## src/rtl/tdc_sum_pkg.sv

```systemverilog
// Width helpers and the accumulation-exponent clamp shared by the TDC sum tree.
package tdc_sum_pkg;

  // Width of one channel term: largest int*mult + frac must fit.
  function automatic int tw_f(input int int_w, input int frac_w, input int mult);
    longint top_v;
    top_v = ((longint'(1) << int_w) - 1) * longint'(mult) + (longint'(1) << frac_w);
    return $clog2(top_v);
  endfunction

  function automatic int sw_f(input int tw, input int n_ch);
    return tw + $clog2(n_ch);
  endfunction

  function automatic int aw_f(input int sw, input int max_k);
    return sw + max_k;
  endfunction

  function automatic logic [3:0] clamp_k(input logic [3:0] k, input int max_k);
    return (int'(k) > max_k) ? 4'(max_k) : k;
  endfunction

endpackage

```

## src/rtl/tdc_chan_term.sv

```systemverilog
// One TDC channel: masked input register, then int*COARSE_MULT + frac register.
module tdc_chan_term
  import tdc_sum_pkg::*;
#(
  parameter int INT_W       = 10,
  parameter int FRAC_W      = 7,
  parameter int COARSE_MULT = 50,
  localparam int T_W        = tw_f(INT_W, FRAC_W, COARSE_MULT)
) (
  input  logic              clk,
  input  logic              rst,
  input  logic              ld_in_i,
  input  logic              ld_term_i,
  input  logic              mask_i,
  input  logic [INT_W-1:0]  int_i,
  input  logic [FRAC_W-1:0] frac_i,
  output logic [T_W-1:0]    term_o
);

  logic [INT_W-1:0]  int_q;
  logic [FRAC_W-1:0] frac_q;
  logic [T_W-1:0]    term_q;

  always_ff @(posedge clk or negedge rst) begin
    if (!rst) begin
      int_q  <= '0;
      frac_q <= '0;
    end else if (ld_in_i) begin
      int_q  <= mask_i ? int_i : '0;
      frac_q <= mask_i ? frac_i : '0;
    end
  end

  always_ff @(posedge clk or negedge rst) begin
    if (!rst) begin
      term_q <= '0;
    end else if (ld_term_i) begin
      term_q <= T_W'(int_q) * T_W'(COARSE_MULT) + T_W'(frac_q);
    end
  end

  assign term_o = term_q;

endmodule

```

## src/rtl/tdc_sum_tree.sv

```systemverilog
// Sums scaled TDC codes of all enabled channels through a pipelined adder tree,
// then accumulates 2^k tree results into one output word plus its average.
module tdc_sum_tree
  import tdc_sum_pkg::*;
#(
  parameter int N_CH         = 16,
  parameter int INT_W        = 10,
  parameter int FRAC_W       = 7,
  parameter int COARSE_MULT  = 50,
  parameter int MAX_ACC_LOG2 = 8,
  localparam int T_W         = tw_f(INT_W, FRAC_W, COARSE_MULT),
  localparam int S_W         = sw_f(T_W, N_CH),
  localparam int A_W         = aw_f(S_W, MAX_ACC_LOG2)
) (
  input  logic                         clk,
  input  logic                         rst,
  input  logic                         start,
  input  logic [N_CH-1:0][INT_W-1:0]   int_data,
  input  logic [N_CH-1:0][FRAC_W-1:0]  frac_data,
  input  logic [N_CH-1:0]              ch_mask,
  input  logic [3:0]                   acc_log2,
  input  logic                         clr,
  output logic [A_W-1:0]               out_sum,
  output logic [S_W-1:0]               out_avg,
  output logic                         out_dval
);

  localparam int LV = $clog2(N_CH);
  localparam int CW = MAX_ACC_LOG2 + 1;

  logic                       v1_q, v2_q;
  logic [3:0]                 k1_q, k2_q;
  logic [N_CH-1:0][T_W-1:0]   term;

  // A start in the clr cycle is still accepted: v1 is not gated by clr.
  always_ff @(posedge clk or negedge rst) begin
    if (!rst) begin
      v1_q <= 1'b0;
      v2_q <= 1'b0;
      k1_q <= '0;
      k2_q <= '0;
    end else begin
      v1_q <= start;
      v2_q <= v1_q & ~clr;
      if (start) k1_q <= acc_log2;
      if (v1_q)  k2_q <= k1_q;
    end
  end

  for (genvar c = 0; c < N_CH; c++) begin : g_ch
    tdc_chan_term #(
      .INT_W       (INT_W),
      .FRAC_W      (FRAC_W),
      .COARSE_MULT (COARSE_MULT)
    ) u_term (
      .clk       (clk),
      .rst       (rst),
      .ld_in_i   (start),
      .ld_term_i (v1_q),
      .mask_i    (ch_mask[c]),
      .int_i     (int_data[c]),
      .frac_i    (frac_data[c]),
      .term_o    (term[c])
    );
  end

  for (genvar l = 0; l < LV; l++) begin : g_lvl
    localparam int NO = N_CH >> (l + 1);
    localparam int W  = T_W + l + 1;

    logic [2*NO-1:0][W-2:0] din;
    logic                   v_in;
    logic [3:0]             k_in;
    logic [NO-1:0][W-1:0]   node_q;
    logic                   v_q;
    logic [3:0]             k_q;

    if (l == 0) begin : g_src
      assign din  = term;
      assign v_in = v2_q;
      assign k_in = k2_q;
    end else begin : g_mid
      assign din  = g_lvl[l-1].node_q;
      assign v_in = g_lvl[l-1].v_q;
      assign k_in = g_lvl[l-1].k_q;
    end

    always_ff @(posedge clk or negedge rst) begin
      if (!rst) begin
        node_q <= '0;
        v_q    <= 1'b0;
        k_q    <= '0;
      end else begin
        v_q <= v_in & ~clr;
        if (v_in) begin
          k_q <= k_in;
          for (int j = 0; j < NO; j++) begin
            node_q[j] <= W'(din[2*j]) + W'(din[2*j+1]);
          end
        end
      end
    end
  end

  logic [S_W-1:0] tree_sum;
  logic           tree_v;
  logic [3:0]     tree_k;

  assign tree_sum = g_lvl[LV-1].node_q[0];
  assign tree_v   = g_lvl[LV-1].v_q;
  assign tree_k   = g_lvl[LV-1].k_q;

  logic [A_W-1:0] acc_q, acc_d, tot_q, tot_d, sum_w;
  logic [CW-1:0]  cnt_q, cnt_d, cnt_inc;
  logic [3:0]     kg_q, kg_d, kout_q, kout_d, k_use;
  logic           done_q, done_d;

  // The group exponent is taken from the first sample only (counter at zero).
  always_comb begin
    acc_d   = acc_q;
    cnt_d   = cnt_q;
    kg_d    = kg_q;
    tot_d   = tot_q;
    kout_d  = kout_q;
    done_d  = 1'b0;
    k_use   = (cnt_q == '0) ? clamp_k(tree_k, MAX_ACC_LOG2) : kg_q;
    sum_w   = acc_q + A_W'(tree_sum);
    cnt_inc = cnt_q + 1'b1;
    if (clr) begin
      acc_d = '0;
      cnt_d = '0;
    end else if (tree_v) begin
      if (cnt_inc == (CW'(1) << k_use)) begin
        done_d = 1'b1;
        tot_d  = sum_w;
        kout_d = k_use;
        acc_d  = '0;
        cnt_d  = '0;
      end else begin
        acc_d = sum_w;
        cnt_d = cnt_inc;
        kg_d  = k_use;
      end
    end
  end

  always_ff @(posedge clk or negedge rst) begin
    if (!rst) begin
      acc_q  <= '0;
      cnt_q  <= '0;
      kg_q   <= '0;
      tot_q  <= '0;
      kout_q <= '0;
      done_q <= 1'b0;
    end else begin
      acc_q  <= acc_d;
      cnt_q  <= cnt_d;
      kg_q   <= kg_d;
      tot_q  <= tot_d;
      kout_q <= kout_d;
      done_q <= done_d;
    end
  end

  always_ff @(posedge clk or negedge rst) begin
    if (!rst) begin
      out_sum  <= '0;
      out_avg  <= '0;
      out_dval <= 1'b0;
    end else begin
      out_dval <= done_q & ~clr;
      if (done_q && !clr) begin
        out_sum <= tot_q;
        out_avg <= S_W'(tot_q >> kout_q);
      end
    end
  end

endmodule

```

## config.mk

```make
export PLATFORM = sky130hd
export DESIGN_NAME = tdc_sum_tree
export DESIGN_NICKNAME = d
export VERILOG_FILES = /design/src/rtl/tdc_sum_pkg.sv /design/src/rtl/tdc_chan_term.sv /design/src/rtl/tdc_sum_tree.sv
export SDC_FILE = /design/constraint.sdc
export NUM_CORES = 2
export LEC_CHECK = 0
export ABC_AREA = 1
export ABC_CLOCK_PERIOD_IN_PS = 3300
export CAP_MARGIN = 20
export CORE_ASPECT_RATIO = 0.75
export CORE_MARGIN = 1.5
export CORE_UTILIZATION = 35
export DETAILED_ROUTE_END_ITERATION = 16
export DONT_BUFFER_PORTS = 1
export PLACE_DENSITY = 0.59
export SLEW_MARGIN = 10
export SYNTH_ARGS = -nofsm -noshare
export SYNTH_HDL_FRONTEND = slang
export SYNTH_HIERARCHICAL = 1
export SYNTH_SLANG_ARGS = --single-unit
```

## constraint.sdc

```tcl
create_clock -name clk -period 3.3 [get_ports clk]
set_input_delay 0.33 -clock clk [delete_from_list [all_inputs] [get_ports clk]]
set_output_delay 0.33 -clock clk [all_outputs]
set_load 0.01 [all_outputs]
```

==> reports/results.ini <==
[status]
status=complete, but fails checks
violations=max-slew violations

[die]
ios=345
die_area_mm2=0.212
die_w_um=531
rows=145
coreArea_mm2=0.208
start_util=0.351
die_h_um=399

[setup_path]
cp-startpoint=g_ch[6].u_term/int_q[1]$_DFFE_PN0P_
worstSetupStartpointType=flip-flop
r2r_start=g_ch[6].u_term/int_q[1]$_DFFE_PN0P_
cp_slowest_cell=fa_1
cp_top_family=adder cells
path_cells=ha_1, ha_4, ha_4, fa_1, ha_4, nand2_1, inv_1, nand2_1, nand2_1, nor2_1, nor2_4, buf_4, inv_1, o21ai_0, a22o_1
cp.buffers_inverters=3
worstPathRequired_ns=3.90
max_stage_delay_ns=0.59
setup.worst_path.end_class=flip-flop
crit_type=reg2reg
critPathArrivalTime_ns=3.76
cp_max_fo=5

[global_routing]
grt_first_pass_wirelength_um=322000
grt_pass1_vias=60800
grt_use_total=0.187
globalRouteOverflowTotal=0
grt_max_degree=337
antenna_found_initial=10

[pwr]
power_density_mw_per_mm2=675
power_leakage_nw=43.8
peakVddDrop_v=0.000429

[final_layout]
regArea_mm2=0.0237
final_cells=12800
final_cell_mix=nand2_1 (2304), inv_1 (1193), dfrtp_1 (908), o21ai_0 (848), ha_1 (798)
final_common_cell=nand2_1
final_area_mm2=0.0869
final.fill_count=20800
drive_above_1_share=0.0954
nets=11300
area_growth_pct=18.9
multi_input_area_mm2=0.0454
final_util=0.418

[synthesis]
ys_ff_latch=947
postSynthAreaPerCell_um2=7.69
syn_inst=9498
ys_seq_area_frac=0.324
async_flop_share=1.00
syn_nets=10800
synthDistinctLibCells=54
synth-main-ff-cell=dfrtp_1
synth_area_mm2=0.0731
synth_edf_count=0
ys_warn_count=6

[detailed_routing]
via_per_inst=4.93
routed_wl_um=202000
drtIter0Drc=3816
top_layer=met5
vias=63200
wl_per_cell_um=15.8
dr_wl_met2_um=87000
ant_nets=0
routedLengthMet1_um=101000
drc=0
first_pass_iters=6
met3_length_um=8600

[run]
cap_violations=0

[placement]
gp_congestion=0.913
place_area_mm2=0.0765
io_buffers=0
dp_cells=12100
place_ws_ns=-0.00289
hpwl_um=150000

[timing]
slew_violations=62
max_clock_freq_mhz=316
period_minus_slack_ns=3.17
slew_headroom=-0.0553
report.final.hold_viol_count=0
rsz0062_at_grt=yes
fin_skew_ns=0.0223
finalCritPeriodShare=0.959
tightestPinTransition_ns=1.58
setup_viol=0
layout_setup_ws_ns=0.135
setup_tns_ns=0

[clock_tree]
cts_tree=done
clkSinkCount=947
clk_pin_slew_ns=0.07
ctsHtreeMaxLevel=3
clk-insertion-delay-late_ns=0.72
clock-root-buffer=clkbuf_16
clockBufferDepth=3
cts_made_buffers=110

[hold_path]
hold_class=in2async

-- cells in the mapped netlist, drive strengths merged, types with 2 or more instances --
library cell,number,area (um^2)
a211oi,16,120
a21boi,9,67.6
a21o,59,443
a21oi,383,2030
a221oi,9,78.8
a22o,15,131
a22oi,3,22.5
a311oi,6,52.6
a31o,3,26.3
a31oi,106,663
buf,52,265
clkbuf,203,762
clkinv,6,22.5
dfrtp,947,23700
fa,112,2240
ha,929,11600
inv,1229,4610
mux2i,16,160
nand2,2442,9570
nand3,784,4300
nand3b,76,606
nand4,152,951
nor2,631,2830
nor3,39,195
nor3b,4,30.0
nor4,3,18.8
o211ai,17,128
o21a,3,22.5
o21ai,902,4510
o21bai,23,173
o311ai,2,17.5
o31ai,10,75.1
o41ai,2,17.5
or2,29,181
xnor2,124,1090
xor2,149,1310
-- worst register-to-register path, stage by stage, from the launching register on --
cell	delay, ns
dfrtp_1	0.42
ha_1	0.35
ha_4	0.28
ha_4	0.20
fa_1	0.59
ha_4	0.23
nand2_1	0.10
inv_1	0.05
nand2_1	0.06
nand2_1	0.05
nor2_1	0.20
nor2_4	0.08
buf_4	0.14
inv_1	0.06
o21ai_0	0.07
a22o_1	0.18
-- report_power, final --
part | switching [mW] | internal, mW
registers | 2.69 | 14.3
logic | 17.2 | 10.8
clock network | 5.40 | 8.26
-- metrics by stage --
step | hold WS, ns | total power [mW]
final | 0.0744 | 58.7
after global routing | 0.0791 | 63.6
after CTS | 0.000834 | 58.3
after detailed placement | 0.0382 | 43.6
after global placement | 0.0382 | 43.4
after floorplan | 0.0344 | 35.7
-- metal layers --
metal,track usage,vias to the layer above
met5,0,-
met4,0.0524,2
met3,0.0249,277
met2,0.288,1161
met1,0.271,29500
li1,-,32300
-- kinds of logic (layout without fill, tap and decap cells) --
group,count (synthesis),in the layout,share of synthesized area
AND/OR/NAND/NOR,4160,4160,0.256
AO/OA/AOI/OAI,1571,1571,0.118
buffers and inverters,1490,2015,0.0775
adder cells (fa/ha/maj),1041,1041,0.190
flip-flops,947,947,0.324
XOR/XNOR,273,273,0.0327
multiplexers,16,16,0.00219
other,0,2,0
-- area by class of cell --
cell class / instances / area share
Antenna cell: 2 / 0.0000576
Clock inverter: 64 / 0.0107
Tap cell: 2793 / 0.0402
Inverter: 1235 / 0.0534
Sequential cell: 947 / 0.273
Timing Repair Buffer: 576 / 0.0644
Clock buffer: 140 / 0.0355
Multi-Input combinational cell: 7061 / 0.522
-- path summary, 6_finish.rpt --
check	endpoint	slack, ns	depth (start not counted)
worst max register to register	g_ch[6].u_term/term_o[9]$_DFFE_PN0P_	0.13	15
max in group asynchronous	g_ch[10].u_term/int_q[5]$_DFFE_PN0P_	0.66	6
min in group clk	g_ch[0].u_term/frac_q[2]$_DFFE_PN0P_	0.10	2
worst min-delay path	g_ch[4].u_term/int_q[2]$_DFFE_PN0P_	0.07	2
worst min register to register	g_lvl[1].k_q[3]$_DFFE_PN0P_	0.47	2
worst max-delay path	g_ch[6].u_term/term_o[9]$_DFFE_PN0P_	0.13	15
-- repair_timing --
item,CTS,global route
hold endpoints to repair,423,0
cloned,0,1
resized for setup,7,280
buffers inserted,2,55
pin swaps,6,99
hold buffers,411,0
setup endpoints to repair,11,129
-- registers in the layout (all words and copies together), names as in the netlist --
name / flops
v1_q: 1
g_lvl.k_in: 4
g_ch.u_term/int_q: 160
out_dval: 1
g_lvl.k_q: 16
kg_q: 4
done_q: 1
g_lvl.node_q: 266
tot_q: 28
out_sum: 28
acc_q: 28
cnt_q: 9
g_lvl.v_in: 1
g_ch.u_term/frac_q: 112
kout_q: 4
g_lvl.v_q: 4
k1_q: 4
out_avg: 20
g_ch.u_term/term_o: 256
Note: power is estimated with default switching activity, not from simulation.
